File: src/rtl/hazard_unit_if.sv
// rtl/hazard_unit_if.sv - pipeline-side bundle for the hazard and forwarding controller
//
// Purpose: groups the ID-stage inputs and the stall/flush/forward outputs of
// hazard_unit so the core and the controller connect through one port.
//
// Signals:
//   id_instruction  19     instruction currently in ID
//   id_valid        1      ID holds a real instruction (0 = bubble)
//   ex_branch_taken 1      branch resolved taken in EX this cycle
//   stall           1      hold PC and IF/ID register
//   bubble_ex       1      load NOP into ID/EX this cycle
//   flush_ifid      1      kill IF/ID contents this cycle
//   fwd_a, fwd_b    2      EX operand selects: 00 regfile, 01 EX/MEM, 10 MEM/WB
//   stall_count     CNT_W  saturating count of stall cycles
//   flush_count     CNT_W  saturating count of flush events
//
// Modports: master = pipeline side, slave = hazard_unit.

interface hazard_unit_if #(
  parameter int CNT_W = 16
);
  logic [18:0]      id_instruction;
  logic             id_valid;
  logic             ex_branch_taken;
  logic             stall;
  logic             bubble_ex;
  logic             flush_ifid;
  logic [1:0]       fwd_a;
  logic [1:0]       fwd_b;
  logic [CNT_W-1:0] stall_count;
  logic [CNT_W-1:0] flush_count;

  modport master (
    output id_instruction,
    output id_valid,
    output ex_branch_taken,
    input  stall,
    input  bubble_ex,
    input  flush_ifid,
    input  fwd_a,
    input  fwd_b,
    input  stall_count,
    input  flush_count
  );

  modport slave (
    input  id_instruction,
    input  id_valid,
    input  ex_branch_taken,
    output stall,
    output bubble_ex,
    output flush_ifid,
    output fwd_a,
    output fwd_b,
    output stall_count,
    output flush_count
  );
endinterface

File: src/rtl/hazard_unit.sv
// rtl/hazard_unit.sv - load-use stall, redirect flush and operand forwarding control
//
// Purpose: decodes the ID-stage instruction, tracks the destination registers
// of the instructions in EX, MEM and WB in a shadow scoreboard, raises
// stall/bubble/flush controls and registers the ALU operand forwarding selects
// so they are valid during the consumer's EX cycle.
//
// Ports:
//   clk    in  rising-edge clock
//   reset  in  asynchronous, active-low reset
//   hz     hazard_unit_if.slave (ID instruction in; stall/bubble/flush,
//          forwarding selects and performance counters out)

module hazard_unit #(
  parameter int REG_W = 3,
  parameter int CNT_W = 16
) (
  input  logic         clk,
  input  logic         reset,
  hazard_unit_if.slave hz
);

  typedef struct packed {
    logic             valid;
    logic [REG_W-1:0] rd;
    logic             we;
    logic             load;
  } slot_t;

  localparam logic [1:0] FWD_RF  = 2'b00;
  localparam logic [1:0] FWD_EXM = 2'b01;
  localparam logic [1:0] FWD_MWB = 2'b10;

  // ---------------------------------------------------------------------------
  // ID-stage decode
  // ---------------------------------------------------------------------------
  logic [18:0]      instr;
  logic [REG_W-1:0] dec_rd;
  logic [REG_W-1:0] dec_rs;
  logic [REG_W-1:0] dec_src_b;
  logic             dec_use_a;
  logic             dec_use_b;
  logic             dec_we;
  logic             dec_load;
  logic             dec_jump;

  assign instr = hz.id_instruction;

  always_comb begin
    dec_rd    = instr[11 +: REG_W];
    dec_rs    = instr[8 +: REG_W];
    dec_src_b = instr[5 +: REG_W];
    dec_use_a = 1'b0;
    dec_use_b = 1'b0;
    dec_we    = 1'b0;
    dec_load  = 1'b0;
    dec_jump  = 1'b0;

    if (!instr[18]) begin
      // ALU register form reads rt as well; immediate form only rs.
      dec_use_a = 1'b1;
      dec_use_b = ~instr[17];
      dec_we    = 1'b1;
    end else begin
      unique case (instr[17:16])
        2'b00: begin
          dec_use_a = 1'b1;
          if (instr[14]) begin
            // STM: store data comes from the rd field and travels on operand B.
            dec_use_b = 1'b1;
            dec_src_b = instr[11 +: REG_W];
          end else begin
            dec_we   = 1'b1;
            dec_load = 1'b1;
          end
        end
        2'b10: begin
          dec_use_a = 1'b1;
          dec_we    = 1'b1;
        end
        2'b11: begin
          // 1110? is JMP/JSB, 11110 is RET.
          dec_jump = ~instr[15] | (instr[15:14] == 2'b10);
        end
        default: begin
          // Branch: resolved in EX, touches no registers here.
        end
      endcase
    end

    // A bubble in ID reads, writes and redirects nothing.
    if (!hz.id_valid) begin
      dec_use_a = 1'b0;
      dec_use_b = 1'b0;
      dec_we    = 1'b0;
      dec_load  = 1'b0;
      dec_jump  = 1'b0;
    end
  end

  // ---------------------------------------------------------------------------
  // Scoreboard and forwarding
  // ---------------------------------------------------------------------------
  slot_t ex_q, ex_d;
  slot_t mem_q, mem_d;
  slot_t wb_q, wb_d;

  logic [1:0]       fwd_a_q, fwd_a_d;
  logic [1:0]       fwd_b_q, fwd_b_d;
  logic [CNT_W-1:0] stall_count_q, stall_count_d;
  logic [CNT_W-1:0] flush_count_q, flush_count_d;

  function automatic logic slot_hit(input slot_t s, input logic [REG_W-1:0] src);
    return s.valid && s.we && (s.rd != '0) && (s.rd == src);
  endfunction

  // WB matches fall back to the regfile: it is written before it is read.
  function automatic logic [1:0] fwd_sel(input logic use_src,
                                         input logic [REG_W-1:0] src,
                                         input slot_t ex_s,
                                         input slot_t mem_s,
                                         input slot_t wb_s);
    logic [1:0] sel;
    sel = FWD_RF;
    if (!use_src)                sel = FWD_RF;
    else if (slot_hit(ex_s, src))  sel = FWD_EXM;
    else if (slot_hit(mem_s, src)) sel = FWD_MWB;
    else if (slot_hit(wb_s, src))  sel = FWD_RF;
    return sel;
  endfunction

  logic load_use;
  logic stall_int;
  logic bubble_int;
  logic flush_int;

  always_comb begin
    load_use = ex_q.valid && ex_q.load && ex_q.we && (ex_q.rd != '0) &&
               ((dec_use_a && (ex_q.rd == dec_rs)) ||
                (dec_use_b && (ex_q.rd == dec_src_b)));

    // A taken branch kills the ID instruction, so any stall it would cause is moot.
    stall_int  = load_use && !hz.ex_branch_taken;
    bubble_int = load_use || hz.ex_branch_taken;
    flush_int  = hz.ex_branch_taken || (dec_jump && !load_use);
  end

  always_comb begin
    ex_d  = '0;
    mem_d = ex_q;
    wb_d  = mem_q;
    if (!bubble_int && hz.id_valid) begin
      ex_d.valid = 1'b1;
      ex_d.rd    = dec_rd;
      ex_d.we    = dec_we;
      ex_d.load  = dec_load;
    end

    fwd_a_d = FWD_RF;
    fwd_b_d = FWD_RF;
    if (!bubble_int) begin
      fwd_a_d = fwd_sel(dec_use_a, dec_rs,    ex_q, mem_q, wb_q);
      fwd_b_d = fwd_sel(dec_use_b, dec_src_b, ex_q, mem_q, wb_q);
    end

    stall_count_d = stall_count_q;
    if (stall_int && (stall_count_q != '1)) stall_count_d = stall_count_q + 1'b1;

    flush_count_d = flush_count_q;
    if (flush_int && (flush_count_q != '1)) flush_count_d = flush_count_q + 1'b1;
  end

  always_ff @(posedge clk or negedge reset) begin
    if (!reset) begin
      ex_q          <= '0;
      mem_q         <= '0;
      wb_q          <= '0;
      fwd_a_q       <= FWD_RF;
      fwd_b_q       <= FWD_RF;
      stall_count_q <= '0;
      flush_count_q <= '0;
    end else begin
      ex_q          <= ex_d;
      mem_q         <= mem_d;
      wb_q          <= wb_d;
      fwd_a_q       <= fwd_a_d;
      fwd_b_q       <= fwd_b_d;
      stall_count_q <= stall_count_d;
      flush_count_q <= flush_count_d;
    end
  end

  // Gate the combinational controls so an asynchronous reset silences them at once.
  assign hz.stall       = reset & stall_int;
  assign hz.bubble_ex   = reset & bubble_int;
  assign hz.flush_ifid  = reset & flush_int;
  assign hz.fwd_a       = fwd_a_q;
  assign hz.fwd_b       = fwd_b_q;
  assign hz.stall_count = stall_count_q;
  assign hz.flush_count = flush_count_q;

  logic unused_bits;
  assign unused_bits = ^{instr[4:0], wb_q.load};

endmodule

File: src/flat_wrapper.sv
// flat-port wrapper written by rule: the top's interface ports become plain ports
module hazard_unit_flat 
#(
  parameter int REG_W = 3,
  parameter int CNT_W = 16
)
  (clk, reset, hz_id_instruction, hz_id_valid, hz_ex_branch_taken, hz_stall, hz_bubble_ex, hz_flush_ifid, hz_fwd_a, hz_fwd_b, hz_stall_count, hz_flush_count);
  hazard_unit_if #(.CNT_W(CNT_W)) hz_i ();
  input  logic clk;
  input  logic reset;
  input wire logic [$bits(hz_i.id_instruction)-1:0] hz_id_instruction;
  input wire logic [$bits(hz_i.id_valid)-1:0] hz_id_valid;
  input wire logic [$bits(hz_i.ex_branch_taken)-1:0] hz_ex_branch_taken;
  output wire logic [$bits(hz_i.stall)-1:0] hz_stall;
  output wire logic [$bits(hz_i.bubble_ex)-1:0] hz_bubble_ex;
  output wire logic [$bits(hz_i.flush_ifid)-1:0] hz_flush_ifid;
  output wire logic [$bits(hz_i.fwd_a)-1:0] hz_fwd_a;
  output wire logic [$bits(hz_i.fwd_b)-1:0] hz_fwd_b;
  output wire logic [$bits(hz_i.stall_count)-1:0] hz_stall_count;
  output wire logic [$bits(hz_i.flush_count)-1:0] hz_flush_count;
  assign hz_i.id_instruction = hz_id_instruction;
  assign hz_i.id_valid = hz_id_valid;
  assign hz_i.ex_branch_taken = hz_ex_branch_taken;
  assign hz_stall = hz_i.stall;
  assign hz_bubble_ex = hz_i.bubble_ex;
  assign hz_flush_ifid = hz_i.flush_ifid;
  assign hz_fwd_a = hz_i.fwd_a;
  assign hz_fwd_b = hz_i.fwd_b;
  assign hz_stall_count = hz_i.stall_count;
  assign hz_flush_count = hz_i.flush_count;
  hazard_unit #(.REG_W(REG_W), .CNT_W(CNT_W)) u_core (.clk(clk), .reset(reset), .hz(hz_i));
endmodule
File: config.mk
export PLATFORM = sky130hd
export DESIGN_NAME = hazard_unit_flat
export DESIGN_NICKNAME = d
export VERILOG_FILES = /design/src/rtl/hazard_unit_if.sv /design/src/rtl/hazard_unit.sv /design/src/flat_wrapper.sv
export SDC_FILE = /design/constraint.sdc
export NUM_CORES = 1
export LEC_CHECK = 0
export BUFFER_PORTS_ARGS = -buffer_cell sky130_fd_sc_hd__buf_2
export CAP_MARGIN = 0
export CORE_ASPECT_RATIO = 0.7
export CORE_MARGIN = 3
export CORE_UTILIZATION = 56
export DETAILED_ROUTE_END_ITERATION = 6
export PLACE_DENSITY = 0.84
export SETUP_SLACK_MARGIN = 0.15
export SYNTH_ARGS = -nofsm -noshare
export SYNTH_HDL_FRONTEND = slang
export SYNTH_SLANG_ARGS = --single-unit
File: constraint.sdc
create_clock -name clk -period 5.4 [get_ports clk]
set_clock_uncertainty 0.1 [all_clocks]
set_input_delay 0.27 -clock clk [delete_from_list [all_inputs] [get_ports clk]]
set_output_delay 0.27 -clock clk [all_outputs]
set_load 0.05 [all_outputs]
; Word-level counts from Yosys, hierarchy flattened
; Index checks and enable logic that the tools add are counted.
[classes]
shifts = 0
eq_ne = 9
magnitude_cmp = 0
addsub = 2
reduce_logical = 29
n_mux = 29
bitwise = 6
mul = 0
n_div = 0
[op_table]
columns = op, count
row1 = adder 16 x 1 -> 16 bit (second input constant), 2
row2 = inequality test 16 bit (second input constant), 2
row3 = logical AND 1 bit, 19
row4 = two-way mux 1 bit, 16
row5 = two-way mux 2 bit, 8
row6 = == test 3 bit, 4
row7 = two-way mux 3 bit, 3
row8 = == test 2 bit (second input constant), 3
row9 = two-way mux 6 bit, 1
row10 = nonzero test 3 bit, 2
row11 = AND 1 bit, 3
row12 = logical NOT 1 bit, 3
row13 = logical OR 1 bit, 3
row14 = logical NOT 2 bit, 1
row15 = inverter 1 bit, 2
row16 = one-hot mux 1 bit (2 select lines), 1
row17 = OR reduction 2 bit, 1
row18 = bitwise OR 1 bit, 1
[word_totals]
latchBits = 0
input_bits = 23
rom_bits = 0
mem_bits_rw = 0
output_inout_bits = 39
mem_count = 0
reg_bits = 47

; Depth between registers and ports, before layout
; Gate-level depths: netlist of the first run.
[logic_depth]
depth_word = 12
ltp_mapped = 8

; Worst setup path after synthesis of the first run
; Ideal clock, no wire load.
[synth_timing]
kind = flip-flop to flip-flop
from = register u_core.flush_count_q[2] (netlist: u_core.hz.flush_count[2])
to = register u_core.flush_count_q[11] (netlist: u_core.hz.flush_count[11])
synth_period_minus_slack_ns = 2.409
required_time_ns = 5.158
stages_incl_launch_ff = 8
arrival_ns = 2.167
setup_slack_ns = 2.991
path_cell_list = dfrtp_1 -> and4_1 -> and4_1 -> a21oi_1 -> and3_1 -> clkbuf_1 -> nand4_1 -> xnor2_1
[synth_between]
elab_chain_len = 2
[synth_lines]
columns = item, line_no
row1 = "start, declared", hazard_unit.sv:111  ; logic [CNT_W-1:0] flush_count_q, flush_count_d;
row2 = "start signal, assigned", hazard_unit.sv:189  ; flush_count_q <= flush_count_d;
row3 = "parallel branches: the longest is 2 deep, another holds adder 16 x 1 -> 16 bit", n/a
; Several ways; the timed one is not identified.
; A chain may end at the register's enable or synchronous reset.

; Worst setup path in the final report of the first run
[layout_timing]
from = register u_core.ex_q[3] (netlist name)
to = output port hz_bubble_ex
[layout_between]
elab_chain_len = 6
[layout_lines]
columns = item, line_no
row1 = "start, declared", hazard_unit.sv:104  ; slot_t ex_q, ex_d;
row2 = "start signal, assigned", hazard_unit.sv:175  ; ex_q <= '0;
row3 = "start signal, assigned", hazard_unit.sv:183  ; ex_q <= ex_d;
row4 = == test 3 bit (on tied branches), "hazard_unit.sv:139, hazard_unit.sv:140"
row5 = logical AND 1 bit (on tied branches), "hazard_unit.sv:139, hazard_unit.sv:140"
row6 = logical OR 1 bit, hazard_unit.sv:139  ; ((dec_use_a && (ex_q.rd == dec_rs)) ||
row7 = logical AND 1 bit *, hazard_unit.sv:138  ; load_use = ex_q.valid && ex_q.load && ex_q.we && (ex_q.rd != '0) &&
row8 = logical OR 1 bit *, hazard_unit.sv:144  ; bubble_int = load_use || hz.ex_branch_taken;
row9 = AND 1 bit *, hazard_unit.sv:195  ; assign hz.bubble_ex = reset & bubble_int;
row10 = "end, declared", flat_wrapper.sv:15  ; output wire logic [$bits(hz_i.bubble_ex)-1:0] hz_bubble_ex;
; Mark *: on every way between the ends. The rest lies on a longest branch, timed or not.

==> impl_metrics.json, run 1 <==
{
  "cts_sinks": 47,
  "num_vias": 1766,
  "dpl-instance-area_sq_um": 2640,
  "setup_viol": 0,
  "fp.coreArea_sq_um": 3740,
  "cp.required_ns": 5.03,
  "critPathArrivalTime_ns": 2.49,
  "slew-limit-headroom_pct": 53.6,
  "grt_usage_pct": 21.7,
  "finalHoldViolations": 0,
  "fmax_mhz": 350,
  "drtIter0Drc": 66,
  "path_class": "flip-flop to output port",
  "avgRoutedWirePerCell_um": 15.0,
  "die_area_sq_um": 4960,
  "grt_overflow": 0,
  "final_nets": 298,
  "powerDensity_nw_per_um2": 309,
  "fin_crit_ns": 2.86,
  "ir_drop_mv": 0.319,
  "place_congestion": 0.877,
  "cts.reportedPaths.clkPinSlew_ns": 0.08,
  "die_h_um": 59.9,
  "status": "completed",
  "crit_fanout": 5,
  "row_count": 18,
  "tns_ns": 0,
  "synth-seq-cells": 47,
  "finalInstanceArea_sq_um": 2750,
  "dp_hpwl_um": 3630,
  "start_util_pct": 62.0,
  "yosys-top-cells-count": "dfrtp_1, xor2_1, nand2_1, nor2_1, xnor2_1",
  "period_share_pct": 52.9,
  "post_cts_resized": 0,
  "yosysUniqueCellTypes": 38,
  "cp-start-kind": "flip-flop",
  "routed_wl_um": 4850,
  "placed_cells": 315,
  "hold_buffers": 1,
  "grt_pass1_vias": 1723,
  "port_buffers": 56,
  "cp-end-kind": "output port",
  "grt_pass1_wl_um": 8290,
  "synth.area.top_cells": "dfrtp_1, xor2_1, xnor2_1, nand4_1, nand2_1",
  "synth_top_area_cell": "dfrtp_1",
  "grt_max_degree": 51,
  "syn_area_per_cell_sq_um": 10.9,
  "synth_top_area_share_pct": 50.7,
  "ant_nets": 0,
  "synth_area_sq_um": 2320,
  "yosysWarnings": 0,
  "cts_max_level": 2,
  "ctsLongestPathBuffers": 2,
  "synth.most_common_cell": "dfrtp_1",
  "die_width_um": 82.9,
  "synth_fp_nets": 237,
  "num_antenna_cells": 0,
  "post-cts-setup-buffer-count": 0,
  "cts_tree": "yes",
  "fillCellCount": 301,
  "cts_buffers": 5,
  "viasPerCell": 5.45,
  "synth-edff-count": 0,
  "synthFlopType": "dfrtp_1",
  "async_flop_share_pct": 100,
  "p_leak_nw": 1.41,
  "antenna_found_initial": 0,
  "drv_slew": 0,
  "io_pins": 62,
  "cap_violations": 0,
  "drc_errors": 0,
  "worst_pin_slew_ns": 0.687,
  "synthCells": 212,
  "drive_gt1_share_pct": 27.0,
  "clkLatencyLatePin_ns": 0.30,
  "dr.pass1.iters": 4,
  "cts-root-buf": "clkbuf_8",
  "rsz0062_at_grt": "no",
  "synthToLayoutAreaGrowth_pct": 18.3,
  "synth-seq-area-share_pct": 50.7,
  "min_path_type": "input port to flip-flop",
  "final_cells": 324
}
==> cell usage in the layout (no fill, tap or decap), types with 2 or more instances in the layout <==
master	netlist	layout
xor2_1	29	29
nor4_1	3	3
and2_1	5	5
nand3_1	7	7
buf_2	0	56
nand2_1	20	20
nand4_1	13	13
ha_1	2	2
mux2_2	2	2
and3_1	2	2
mux2i_1	3	3
nor4_2	4	4
a21oi_1	4	4
nor2_1	20	20
dfrtp_1	47	47
nor3_1	4	4
nor4b_1	2	2
xnor2_1	16	16
and4_1	3	3
inv_1	5	5
clkbuf_8	0	6
==> worst max-delay path, stage by stage, from the launching register on <==
cell      delay (ns)
dfrtp_1         0.47
o311ai_0        0.66
or4bb_1         0.27
nor2_1          0.06
a211o_1         0.32
and2_1          0.19
buf_2           0.21
==> metrics by stage <==
stage / setup slack, ns / utilization, % / hold slack (ns) / power [mW]
after floorplan: 2.99 / - / -0.126 / 0.571
after global placement: 2.81 / 70.6 / 0.257 / 0.627
after detailed placement: 2.76 / 70.6 / 0.260 / 0.635
after CTS: 2.54 / 73.4 / 0.0977 / 0.857
after global routing: 2.35 / 73.4 / 0.109 / 0.895
final: 2.54 / 73.4 / 0.106 / 0.849
==> registers in the layout (all words and copies together) (netlist names) <==
signal	flops
u_core.ex_q	6
u_core.hz.flush_count	16
u_core.hz.fwd_a	2
u_core.hz.fwd_b	2
u_core.hz.stall_count	16
u_core.mem_q	5
==> final cells by class <==
class	count	area [sq um]	share of cell area, %
repair buffers	58	298	10.8
flip-flops and latches	47	1180	42.8
multi-input cells	156	1090	39.9
clock buffers	7	86.3	3.14
well taps	50	62.6	2.28
inverters	5	18.8	0.684
clock inverters	1	8.76	0.319
==> cell families (layout without fill, tap and decap cells) <==
| logic type | Yosys count | in the layout | share of synthesized area (%) |
|---|---|---|---|
| adder cells (fa/ha/maj) | 2 | 2 | 1.08 |
| XOR/XNOR | 45 | 45 | 17.0 |
| AO/OA/AOI/OAI | 12 | 12 | 4.42 |
| multiplexers | 5 | 5 | 2.27 |
| buffers and inverters | 9 | 71 | 2.10 |
| flip-flops | 47 | 47 | 50.7 |
| AND/OR/NAND/NOR | 92 | 92 | 22.4 |
==> power by group <==
part / internal, mW / total (mW) / switching [mW]
registers: 0.381 / 0.416 / 0.0346
clock network: 0.105 / 0.222 / 0.117
logic: 0.0598 / 0.212 / 0.152
==> layer usage <==
metal | global-route usage, % | up-vias | wire length, um
li1 | - | 848 | -
met1 | 30.5 | 844 | 2270
met2 | 31.5 | 61 | 2110
met3 | 5.65 | 13 | 344
met4 | 10.7 | 0 | 123
met5 | 0 | - | 0
==> path summary, 6_finish.rpt <==
path | from | end | slack [ns] | cells after the start
min reg2reg | u_core.ex_q[5] | u_core.mem_q[5] | 0.28 | 0
max | u_core.ex_q[3] | hz_bubble_ex | 2.54 | 6
min in group asynchronous | reset | u_core.hz.stall_count[6] | 0.48 | 3
min | hz_id_instruction[12] | u_core.ex_q[3] | 0.11 | 2
max in group asynchronous | reset | u_core.mem_q[4] | 4.31 | 3
max reg2reg | u_core.ex_q[3] | u_core.hz.fwd_b[1] | 2.72 | 6
Power figures use the tool's default switching activity.
==> run 2, diff against run 1 <==
--- a/config.mk
+++ b/config.mk
@@ -9,9 +9,9 @@
 export CAP_MARGIN = 0
 export CORE_ASPECT_RATIO = 0.7
 export CORE_MARGIN = 3
-export CORE_UTILIZATION = 56
+export CORE_UTILIZATION = 47
 export DETAILED_ROUTE_END_ITERATION = 6
-export PLACE_DENSITY = 0.84
+export PLACE_DENSITY = 0.75
 export SETUP_SLACK_MARGIN = 0.15
 export SYNTH_ARGS = -nofsm -noshare
 export SYNTH_HDL_FRONTEND = slang
==> constraint.sdc (replaced) <==
create_clock -name clk -period 2.4 [get_ports clk]
set_clock_uncertainty 0.1 [all_clocks]
set_input_delay 0.12 -clock clk [delete_from_list [all_inputs] [get_ports clk]]
set_output_delay 0.12 -clock clk [all_outputs]
set_load 0.05 [all_outputs]
==> run 2 against run 1 <==
Net effect: largest power group unchanged; critical path type unchanged; final area grew 10%; largest cell class unchanged; critical path depth is the same; first-iteration DRC count shrank 21%; critical endpoint unchanged; non-clock buffer count grew 22; utilization shrank 6.9 points.
==> impl_metrics.json, run 2 (synthesis gave the netlist of run 1 again) <==
{
  "finalInstanceArea_sq_um": 3030,
  "final_nets": 320,
  "worstHoldStart": "hz_id_instruction[18]",
  "place_congestion": 0.845,
  "cts-root-buf": "clkbuf_8",
  "multi_input_area_sq_um": 1130,
  "die_width_um": 90.0,
  "cts_sinks": 47,
  "ctsLongestPathBuffers": 2,
  "ant_nets": 0,
  "slew-limit-headroom_pct": 65.4,
  "cp.required_ns": 2.18,
  "fin_crit_ns": 2.33,
  "rsz0062_at_grt": "yes",
  "crit_family": "simple AND/OR/NAND/NOR gates",
  "routed_wl_um": 5300,
  "grt_usage_pct": 19.3,
  "cts_max_level": 2,
  "row_count": 20,
  "setup_viol": 0,
  "dpl_worst_slack_ns": 0.169,
  "cts_tree": "yes",
  "synthToLayoutAreaGrowth_pct": 30.5,
  "num_vias": 1843,
  "grt_overflow": 0,
  "start_util_pct": 50.9,
  "drtIter0Drc": 52,
  "grt_max_degree": 25,
  "ff2ff_setup_slack_ns": 0.09,
  "p_leak_nw": 1.52,
  "r2r_start": "u_core.ex_q[4]",
  "finalHoldViolations": 0,
  "dr.pass1.iters": 4,
  "drc_errors": 0,
  "cp-start-kind": "flip-flop",
  "period_share_pct": 97.1,
  "path_buf_inv": 1,
  "antenna_found_initial": 0,
  "cts.reportedPaths.clkPinSlew_ns": 0.08,
  "cts_buffers": 5,
  "final_cell_mix": "buf_2, dfrtp_1, xor2_1",
  "powerDensity_nw_per_um2": 649,
  "fin_ws_ns": 0.0703,
  "holdWs_ns": 0.0310,
  "grt_pass1_vias": 1792,
  "io_pins": 62,
  "cap_violations": 0,
  "fmax_mhz": 429,
  "path_class": "flip-flop to output port",
  "die_area_sq_um": 5830,
  "placed_cells": 338,
  "final_cells": 362,
  "crit_path_top_delay_cell": "or4_4",
  "dp_hpwl_um": 3700,
  "cp-end-kind": "output port",
  "critPathArrivalTime_ns": 2.11,
  "die_h_um": 64.8,
  "drv_slew": 0,
  "min_path_type": "input port to flip-flop",
  "avgRoutedWirePerCell_um": 14.7,
  "drive_gt1_share_pct": 36.1,
  "crit_chain": "xor2_1 > or4_4 > a21oi_2 > a211o_1 > and2_4 > buf_8",
  "status": "completed",
  "viasPerCell": 5.09,
  "port_buffers": 56,
  "power_mw": 1.97,
  "crit_fanout": 5,
  "max_stage_delay_ns": 0.55,
  "clkLatencyLatePin_ns": 0.30,
  "dpl-instance-area_sq_um": 2720,
  "final_common_cell": "buf_2",
  "fillCellCount": 400,
  "grt_pass1_wl_um": 8940,
  "worst_pin_slew_ns": 0.517,
  "cp-startpoint": "u_core.ex_q[4]",
  "num_antenna_cells": 0,
  "regArea_sq_um": 1180,
  "fp.coreArea_sq_um": 4550,
  "ir_drop_mv": 0.834
}
run 2: worst reg2reg max path, delay by kind of cell, from the launching register on:
kind	cells	cell delay [ns]
XOR/XNOR	1	0.16
AO/OA/AOI/OAI	2	0.35
AND/OR/NAND/NOR	3	0.76
flip-flops	1	0.46
buffers and inverters	3	0.39
run 2: worst paths after layout:
check | to | cells after the start
setup / recovery | hz_bubble_ex | 6
hold / removal | u_core.ex_q[0] | 3
setup reg to reg | u_core.ex_q[3] | 9
hold reg to reg | u_core.mem_q[5] | 0
max in group asynchronous | u_core.hz.flush_count[2] | 3
min in group asynchronous | u_core.hz.fwd_a[0] | 2
run 2: metal layers:
layer	vias up	GRT usage, %	routed length, um
met5	-	0	0
met4	0	5.73	53
met3	7	4.87	323
met2	56	28.3	2270
met1	876	28.4	2660
li1	904	-	-
run 2: layout make-up:
cell class	instances	area share, %
inverters	5	0.620
clock inverters	1	0.248
flip-flops and latches	47	39.1
repair buffers	80	16.9
multi-input cells	156	37.2
clock buffers	7	3.18
well taps	66	2.73
run 2: per-stage QoR:
stage	TNS [ns]	util, %
floorplan	0	-
global placement	0	59.7
detailed placement	0	59.7
CTS	0	64.9
global route	-0.00275	66.5
finish	0	66.5
run 2: power breakdown:
group	total [mW]	internal [mW]	switching, mW	leakage, nW
logic	0.496	0.151	0.345	0.839
registers	0.945	0.863	0.0820	0.630
clock network	0.525	0.262	0.263	0.0505
run 2: repair_timing:
action / in CTS / in global routing
hold buffers: 5 / 0
endpoints found under the hold margin: 53 / 0
setup buffers: 7 / 4
endpoints found under the setup margin: 2 / 11
pin swaps: 4 / 4
gates resized for setup: 12 / 10
